File: src/rtl/riscv_pkg.sv
// Shared RV32I pipeline constants: datapath widths, control-bundle bit
// positions and the operand-forwarding select encodings.
package riscv_pkg;

  localparam int unsigned XLEN   = 32;
  localparam int unsigned RIDX_W = 5;
  localparam int unsigned CTRL_W = 12;

  // Bit positions inside the opaque control bundle
  localparam int unsigned CTRL_REGWE = 2;
  localparam int unsigned CTRL_MEMRD = 3;

  // Operand source selected by the forwarding comparators
  typedef enum logic [1:0] {
    FWD_REG = 2'b00,
    FWD_WB  = 2'b01,
    FWD_MEM = 2'b10
  } fwd_sel_e;

endpackage : riscv_pkg

File: src/rtl/forward_select.sv
// Priority comparator choosing the source of one EX operand.
// Ports:
//   src_i              stored source register index of the operand
//   mem_rd_i/mem_we_i  MEM-stage destination index / write enable
//   wb_rd_i/wb_we_i    WB-stage destination index / write enable
//   sel_c_o            combinational select (FWD_MEM > FWD_WB > FWD_REG)
module forward_select #(
  parameter int unsigned RIDX_W = riscv_pkg::RIDX_W
) (
  input  logic [RIDX_W-1:0] src_i,
  input  logic [RIDX_W-1:0] mem_rd_i,
  input  logic              mem_we_i,
  input  logic [RIDX_W-1:0] wb_rd_i,
  input  logic              wb_we_i,
  output logic [1:0]        sel_c_o
);
  import riscv_pkg::*;

  // The younger MEM result wins over WB; x0 is never forwarded
  always_comb begin
    sel_c_o = FWD_REG;
    if (mem_we_i && (mem_rd_i != '0) && (mem_rd_i == src_i)) begin
      sel_c_o = FWD_MEM;
    end else if (wb_we_i && (wb_rd_i != '0) && (wb_rd_i == src_i)) begin
      sel_c_o = FWD_WB;
    end
  end

endmodule : forward_select

File: src/rtl/decode_execute_stage.sv
// ID/EX pipeline register of the RV32I core with load-use stall detection,
// bubble insertion on stall/flush, MEM/WB operand forwarding and a bubble
// performance counter.
// Ports:
//   clk, rst_n                  clock, synchronous active-low reset
//   id_*                        decode-stage instruction fields
//   flush                       taken branch/jump resolved in EX
//   mem_rd/mem_we/mem_result    MEM-stage writeback info for forwarding
//   wb_rd/wb_we/wb_result       WB-stage writeback info for forwarding
//   stall                       combinational load-use freeze of PC and IF/ID
//   ex_*                        registered EX-stage fields, forwarded operands
//   bubble_cnt                  number of stall/flush bubbles inserted
module decode_execute_stage #(
  parameter int unsigned XLEN   = riscv_pkg::XLEN,
  parameter int unsigned RIDX_W = riscv_pkg::RIDX_W,
  parameter int unsigned CTRL_W = riscv_pkg::CTRL_W,
  parameter int unsigned CNT_W  = 32
) (
  input  logic              clk,
  input  logic              rst_n,
  input  logic              id_valid,
  input  logic [RIDX_W-1:0] id_rs1,
  input  logic [RIDX_W-1:0] id_rs2,
  input  logic [RIDX_W-1:0] id_rd,
  input  logic [XLEN-1:0]   id_rd1,
  input  logic [XLEN-1:0]   id_rd2,
  input  logic [XLEN-1:0]   id_imm,
  input  logic [XLEN-1:0]   id_pc,
  input  logic [CTRL_W-1:0] id_ctrl,
  input  logic              flush,
  input  logic [RIDX_W-1:0] mem_rd,
  input  logic              mem_we,
  input  logic [XLEN-1:0]   mem_result,
  input  logic [RIDX_W-1:0] wb_rd,
  input  logic              wb_we,
  input  logic [XLEN-1:0]   wb_result,
  output logic              stall,
  output logic              ex_valid,
  output logic [RIDX_W-1:0] ex_rd,
  output logic [CTRL_W-1:0] ex_ctrl,
  output logic [XLEN-1:0]   ex_op_a,
  output logic [XLEN-1:0]   ex_op_b,
  output logic [XLEN-1:0]   ex_imm,
  output logic [XLEN-1:0]   ex_pc,
  output logic [CNT_W-1:0]  bubble_cnt
);
  import riscv_pkg::*;

  logic              ex_valid_q, ex_valid_d;
  logic [RIDX_W-1:0] ex_rd_q,    ex_rd_d;
  logic [RIDX_W-1:0] ex_rs1_q,   ex_rs1_d;
  logic [RIDX_W-1:0] ex_rs2_q,   ex_rs2_d;
  logic [CTRL_W-1:0] ex_ctrl_q,  ex_ctrl_d;
  logic [XLEN-1:0]   ex_rd1_q,   ex_rd1_d;
  logic [XLEN-1:0]   ex_rd2_q,   ex_rd2_d;
  logic [XLEN-1:0]   ex_imm_q,   ex_imm_d;
  logic [XLEN-1:0]   ex_pc_q,    ex_pc_d;
  logic [CNT_W-1:0]  cnt_q,      cnt_d;
  logic [1:0]        sel_a, sel_b;

  // Load in EX whose destination is read by the instruction in ID
  assign stall = id_valid & ex_valid_q & ex_ctrl_q[CTRL_MEMRD] &
                 (ex_rd_q != '0) &
                 ((ex_rd_q == id_rs1) | (ex_rd_q == id_rs2));

  // Next EX contents: bubble on flush/stall, otherwise the ID instruction
  always_comb begin
    ex_valid_d = 1'b0;
    ex_ctrl_d  = '0;
    ex_rd_d    = '0;
    ex_rs1_d   = ex_rs1_q;
    ex_rs2_d   = ex_rs2_q;
    ex_rd1_d   = ex_rd1_q;
    ex_rd2_d   = ex_rd2_q;
    ex_imm_d   = ex_imm_q;
    ex_pc_d    = ex_pc_q;
    cnt_d      = cnt_q;
    if (flush || stall) begin
      // flush and stall together still insert only one bubble
      cnt_d = cnt_q + CNT_W'(1);
    end else begin
      ex_valid_d = id_valid;
      ex_ctrl_d  = id_valid ? id_ctrl : '0;
      ex_rd_d    = id_rd;
      ex_rs1_d   = id_rs1;
      ex_rs2_d   = id_rs2;
      ex_rd1_d   = id_rd1;
      ex_rd2_d   = id_rd2;
      ex_imm_d   = id_imm;
      ex_pc_d    = id_pc;
    end
  end

  // ID/EX state register
  always_ff @(posedge clk) begin
    if (!rst_n) begin
      ex_valid_q <= 1'b0;
      ex_ctrl_q  <= '0;
      ex_rd_q    <= '0;
      ex_rs1_q   <= '0;
      ex_rs2_q   <= '0;
      ex_rd1_q   <= '0;
      ex_rd2_q   <= '0;
      ex_imm_q   <= '0;
      ex_pc_q    <= '0;
      cnt_q      <= '0;
    end else begin
      ex_valid_q <= ex_valid_d;
      ex_ctrl_q  <= ex_ctrl_d;
      ex_rd_q    <= ex_rd_d;
      ex_rs1_q   <= ex_rs1_d;
      ex_rs2_q   <= ex_rs2_d;
      ex_rd1_q   <= ex_rd1_d;
      ex_rd2_q   <= ex_rd2_d;
      ex_imm_q   <= ex_imm_d;
      ex_pc_q    <= ex_pc_d;
      cnt_q      <= cnt_d;
    end
  end

  forward_select #(.RIDX_W(RIDX_W)) u_fwd_a (
    .src_i    (ex_rs1_q),
    .mem_rd_i (mem_rd),
    .mem_we_i (mem_we),
    .wb_rd_i  (wb_rd),
    .wb_we_i  (wb_we),
    .sel_c_o  (sel_a)
  );

  forward_select #(.RIDX_W(RIDX_W)) u_fwd_b (
    .src_i    (ex_rs2_q),
    .mem_rd_i (mem_rd),
    .mem_we_i (mem_we),
    .wb_rd_i  (wb_rd),
    .wb_we_i  (wb_we),
    .sel_c_o  (sel_b)
  );

  // Operand muxes driven by the forwarding selects
  always_comb begin
    ex_op_a = ex_rd1_q;
    ex_op_b = ex_rd2_q;
    case (sel_a)
      FWD_MEM: ex_op_a = mem_result;
      FWD_WB:  ex_op_a = wb_result;
      default: ex_op_a = ex_rd1_q;
    endcase
    case (sel_b)
      FWD_MEM: ex_op_b = mem_result;
      FWD_WB:  ex_op_b = wb_result;
      default: ex_op_b = ex_rd2_q;
    endcase
  end

  assign ex_valid   = ex_valid_q;
  assign ex_rd      = ex_rd_q;
  assign ex_ctrl    = ex_ctrl_q;
  assign ex_imm     = ex_imm_q;
  assign ex_pc      = ex_pc_q;
  assign bubble_cnt = cnt_q;

endmodule : decode_execute_stage

File: config.mk
export PLATFORM = sky130hd
export DESIGN_NAME = decode_execute_stage
export DESIGN_NICKNAME = d
export VERILOG_FILES = /design/src/rtl/riscv_pkg.sv /design/src/rtl/forward_select.sv /design/src/rtl/decode_execute_stage.sv
export SDC_FILE = /design/constraint.sdc
export NUM_CORES = 1
export LEC_CHECK = 0
export CORE_MARGIN = 10
export CORE_UTILIZATION = 41
export DETAILED_ROUTE_END_ITERATION = 16
export GPL_TIMING_DRIVEN = 0
export PLACE_DENSITY = 0.91
export REMOVE_ABC_BUFFERS = 1
export SETUP_SLACK_MARGIN = 0.05
export SLEW_MARGIN = 40
export SYNTH_ARGS = -nofsm -noshare
export SYNTH_HDL_FRONTEND = slang
export SYNTH_SLANG_ARGS = --single-unit
export TNS_END_PERCENT = 50
File: constraint.sdc
create_clock -name clk -period 2.86 [get_ports clk]
set_input_delay 0.572 -clock clk [delete_from_list [all_inputs] [get_ports clk]]
set_output_delay 0.572 -clock clk [all_outputs]
set_load 0.005 [all_outputs]
==> load_flow_metrics.sql <==
INSERT INTO impl_metrics (metric_group, metric, value, unit) VALUES
('setup_path', 'required_time_reported_for_the_critical_path_endpoint', '2290', 'ps'),
('clocking', 'clk_pin_slew', '70', 'ps'),
('sta', 'setup_violating_endpoint_count_in_the_final_report', '53', ''),
('cells_and_area', 'nets', '1786', ''),
('floorplan', 'placementRows', '52', ''),
('power', 'share_comb_of_total_power', '17.4', '%'),
('setup_path', 'cp_data_arrival_time', '2620', 'ps'),
('outcome', 'violations', 'setup timing', ''),
('cells_and_area', 'flow.area_growth_from_synthesis', '69.2', '%'),
('synth', 'synth_seq_area_share', '43.8', '%'),
('placement', 'place.port_buffers', '413', ''),
('global_routing', 'gr-total-overflow', '0', ''),
('power', 'internal_power', '4.92', 'mW'),
('drt', 'detail-route-antenna-nets', '0', ''),
('synth', 'synth_area_leaders', 'sky130_fd_sc_hd__dfxtp_1 44%, sky130_fd_sc_hd__nand2_1 16%, sky130_fd_sc_hd__a21oi_1 9.3%', ''),
('floorplan', 'die_height', '165', 'um'),
('power', 'totalPowerFinal', '6.66', 'mW'),
('cells_and_area', 'fill_cells', '1383', ''),
('clocking', 'tritoncts', 'built', ''),
('setup_path', 'worstRegToRegCells', '9', ''),
('sta', 'fin_crit', '3190', 'ps'),
('sta', 'fin_skew', '11.9', 'ps'),
('global_routing', 'antenna_violations_before_repair', '4', ''),
('sta', 'finalHoldViolCount', '0', ''),
('cells_and_area', 'fin_util', '71.2', '%'),
('sta', 'max_slew_violation_count', '0', ''),
('synth', 'synth_top_cell_area_share', '43.8', '%'),
('drt', 'avgRoutedWirePerCell', '20.9', 'um'),
('power', 'power_density', '458', 'nW/um2'),
('synth', 'syn-instance-count', '1112', ''),
('power', 'p_leak', '5.52', 'nW'),
('drt', 'dr_total_vias', '10000', ''),
('setup_path', 'worst_setup_path_end_kind', 'primary output', ''),
('synth', 'synth-edff-count', '0', ''),
('setup_path', 'r2r_start', 'ex_rd[0]', ''),
('outcome', 'run_status', 'finished, violations left', ''),
('synth', 'synth-async-reset-ratio', '0', '%'),
('sta', 'worst_slack', '-328', 'ps'),
('setup_path', 'timing.critical_path.fanout_max', '5', ''),
('setup_path', 'termination_of_the_worst_setup_path', 'ex_op_b[16]', ''),
('clocking', 'cts_buffer_depth', '2', ''),
('synth', 'syn_area', '8590', 'um2'),
('synth', 'ys.warnings.count', '0', ''),
('power', 'seq_power_share', '42.2', '%'),
('synth', 'netlist-cell-type-count', '43', ''),
('job', 'max_cap_violations', '0', ''),
('sta', 'finalSetupTns', '-7080', 'ps'),
('worst_hold_path', 'timing.hold.worst_path_depth', '2', ''),
('clocking', 'worstSkewPairLatency', '430', 'ps'),
('power', 'netSwitchingPower', '1.74', 'mW'),
('sta', 'grt_setup_unrepaired', 'true', ''),
('floorplan', 'top_level_ports', '414', ''),
('setup_path', 'setup.worst_path.class', 'primary input to primary output', ''),
('floorplan', 'core_region_area', '20400', 'um2'),
('setup_path', 'element_type_at_the_critical_path_start', 'primary input', ''),
('setup_path', 'worstSetupStartpoint', 'wb_rd[3]', ''),
('drt', 'first_pass_iters', '5', ''),
('sta', 'post-route-period-util', '111', '%'),
('drt', 'viasPerCell', '5.47', ''),
('placement', 'detailed_place_hpwl', '26600', 'um'),
('sta', 'fmax', '0.314', 'GHz'),
('synth', 'synth_top_cell_by_area', 'sky130_fd_sc_hd__dfxtp_1', ''),
('power', 'power.share.switching', '26.1', '%'),
('clocking', 'holdBufCountCts', '0', ''),
('floorplan', 'die_area', '27100', 'um2'),
('synth', 'yosys_most_used_dff', 'sky130_fd_sc_hd__dfxtp_1', ''),
('global_routing', 'first_global_vias', '9962', ''),
('worst_hold_path', 'hold_wc_path_type', 'flip-flop to flip-flop', ''),
('synth', 'register_bit_count_reported_by_yosys', '188', ''),
('power', 'clockPowerShare', '40.4', '%'),
('global_routing', 'global_route_wire_length_before_repair', '54200', 'um');
-- layout by cell type (no fill, tap or decap), drive strengths merged, types with 4 or more instances in the layout --
cell,count
clkbuf,22
or3,10
diode,4
and2,14
and3,13
a21oi,160
clkdlybuf4s50,336
bufinv,4
nand3,21
xnor2,23
clkinv,4
dlygate4sd2,4
mux2i,68
o31ai,7
nor4,6
nand3b,8
or4,9
xor2,8
inv,13
nand2,368
dfxtp,188
o21ai,86
nand4,14
nor2,6
buf,146
-- registers in the layout, indices dropped and copies added (netlist names) --
register,flops
ex_rd1_q,32
ex_rs2_q,5
ex_ctrl,12
ex_pc,32
ex_rd,5
ex_rd2_q,32
bubble_cnt,32
ex_valid,1
ex_imm,32
ex_rs1_q,5
-- cell type report --
cell class	count	share of cell area [%]
Clock buffer	18	3.02
Clock inverter	14	1.53
Antenna cell	4	0.0688
Timing Repair Buffer	496	33.7
Multi-Input combinational cell	840	33.2
Inverter	7	0.215
Sequential cell	188	26.0
Tap cell	270	2.32
-- how the worst min path moves through the flow --
| stage | endpoint | start | slack [ps] |
|---|---|---|---|
| detailed placement | ex_imm[9] | ex_imm[9] | 450 |
| finish | ex_imm[6] | ex_imm[6] | 450 |
| floorplan | ex_rd1_q[0] | ex_rd1_q[0] | 440 |
| global route | ex_pc[5] | ex_pc[5] | 470 |
| CTS | ex_pc[28] | ex_pc[28] | 460 |
| global placement | ex_imm[17] | ex_imm[17] | 440 |
-- layer usage --
metal / GRT usage [%] / vias up / part of all wire [%]
met4: 12.9 / 0 / 5.1
li1: - / 4649 / -
met5: 0 / - / 0
met2: 44.5 / 550 / 50
met1: 26.0 / 4720 / 35
met3: 8.81 / 123 / 10
-- power by group through the flow --
stage / clock network, mW / logic [mW] / registers [mW]
floorplan: 0 / 0.349 / 2.86
global placement: 0 / 1.05 / 2.86
detailed placement: 0 / 1.10 / 2.86
CTS: 2.71 / 1.10 / 2.81
global route: 2.81 / 1.23 / 2.83
finish: 2.69 / 1.16 / 2.82
-- critical path: stages --
cell                      delay [ps]
sky130_fd_sc_hd__buf_8            90
sky130_fd_sc_hd__or4_4           530
sky130_fd_sc_hd__o21ai_4         220
sky130_fd_sc_hd__nor4_4           70
sky130_fd_sc_hd__buf_6           130
sky130_fd_sc_hd__buf_8           120
sky130_fd_sc_hd__buf_8           110
sky130_fd_sc_hd__buf_8           120
sky130_fd_sc_hd__buf_8           130
sky130_fd_sc_hd__mux2i_4         190
sky130_fd_sc_hd__o21ai_1         150
sky130_fd_sc_hd__buf_2           160
-- cells in the mapped netlist (14+ instances only) --
| library cell | instances |
|---|---|
| sky130_fd_sc_hd__o21ai_1 | 15 |
| sky130_fd_sc_hd__a21oi_1 | 159 |
| sky130_fd_sc_hd__dfxtp_1 | 188 |
| sky130_fd_sc_hd__nand2_1 | 368 |
| sky130_fd_sc_hd__mux2i_1 | 68 |
| sky130_fd_sc_hd__and2_1 | 14 |
| sky130_fd_sc_hd__clkbuf_1 | 46 |
| sky130_fd_sc_hd__nand3_1 | 20 |
| sky130_fd_sc_hd__buf_2 | 29 |
| sky130_fd_sc_hd__xnor2_1 | 23 |
| sky130_fd_sc_hd__o21ai_0 | 70 |
-- per-stage QoR --
stage	area (um2)	std cells
final	14500	1837
after global routing	14500	1837
after CTS	14200	1819
after detailed placement	13200	1752
after global placement	12700	1718
after floorplan	8250	1035
-- timing repair --
item / CTS / global route
endpoints found under the setup margin: 65 / 62
gates cloned: 4 / 0
gates resized for setup: 395 / 83
pin swaps: 28 / 33
buffers inserted: 31 / 15
-- cell families after synthesis --
family,count (synthesis),share of synthesized area (%)
AOI/OAI and AO/OA,263,16.0
adders and majority gates,1,0.146
and+or+nand+nor,477,24.7
muxes,68,7.92
DFF,188,43.8
xor gates and xnor gates,31,3.16
buffers and inverters,84,4.22
Note: power is estimated with default switching activity, not from simulation.
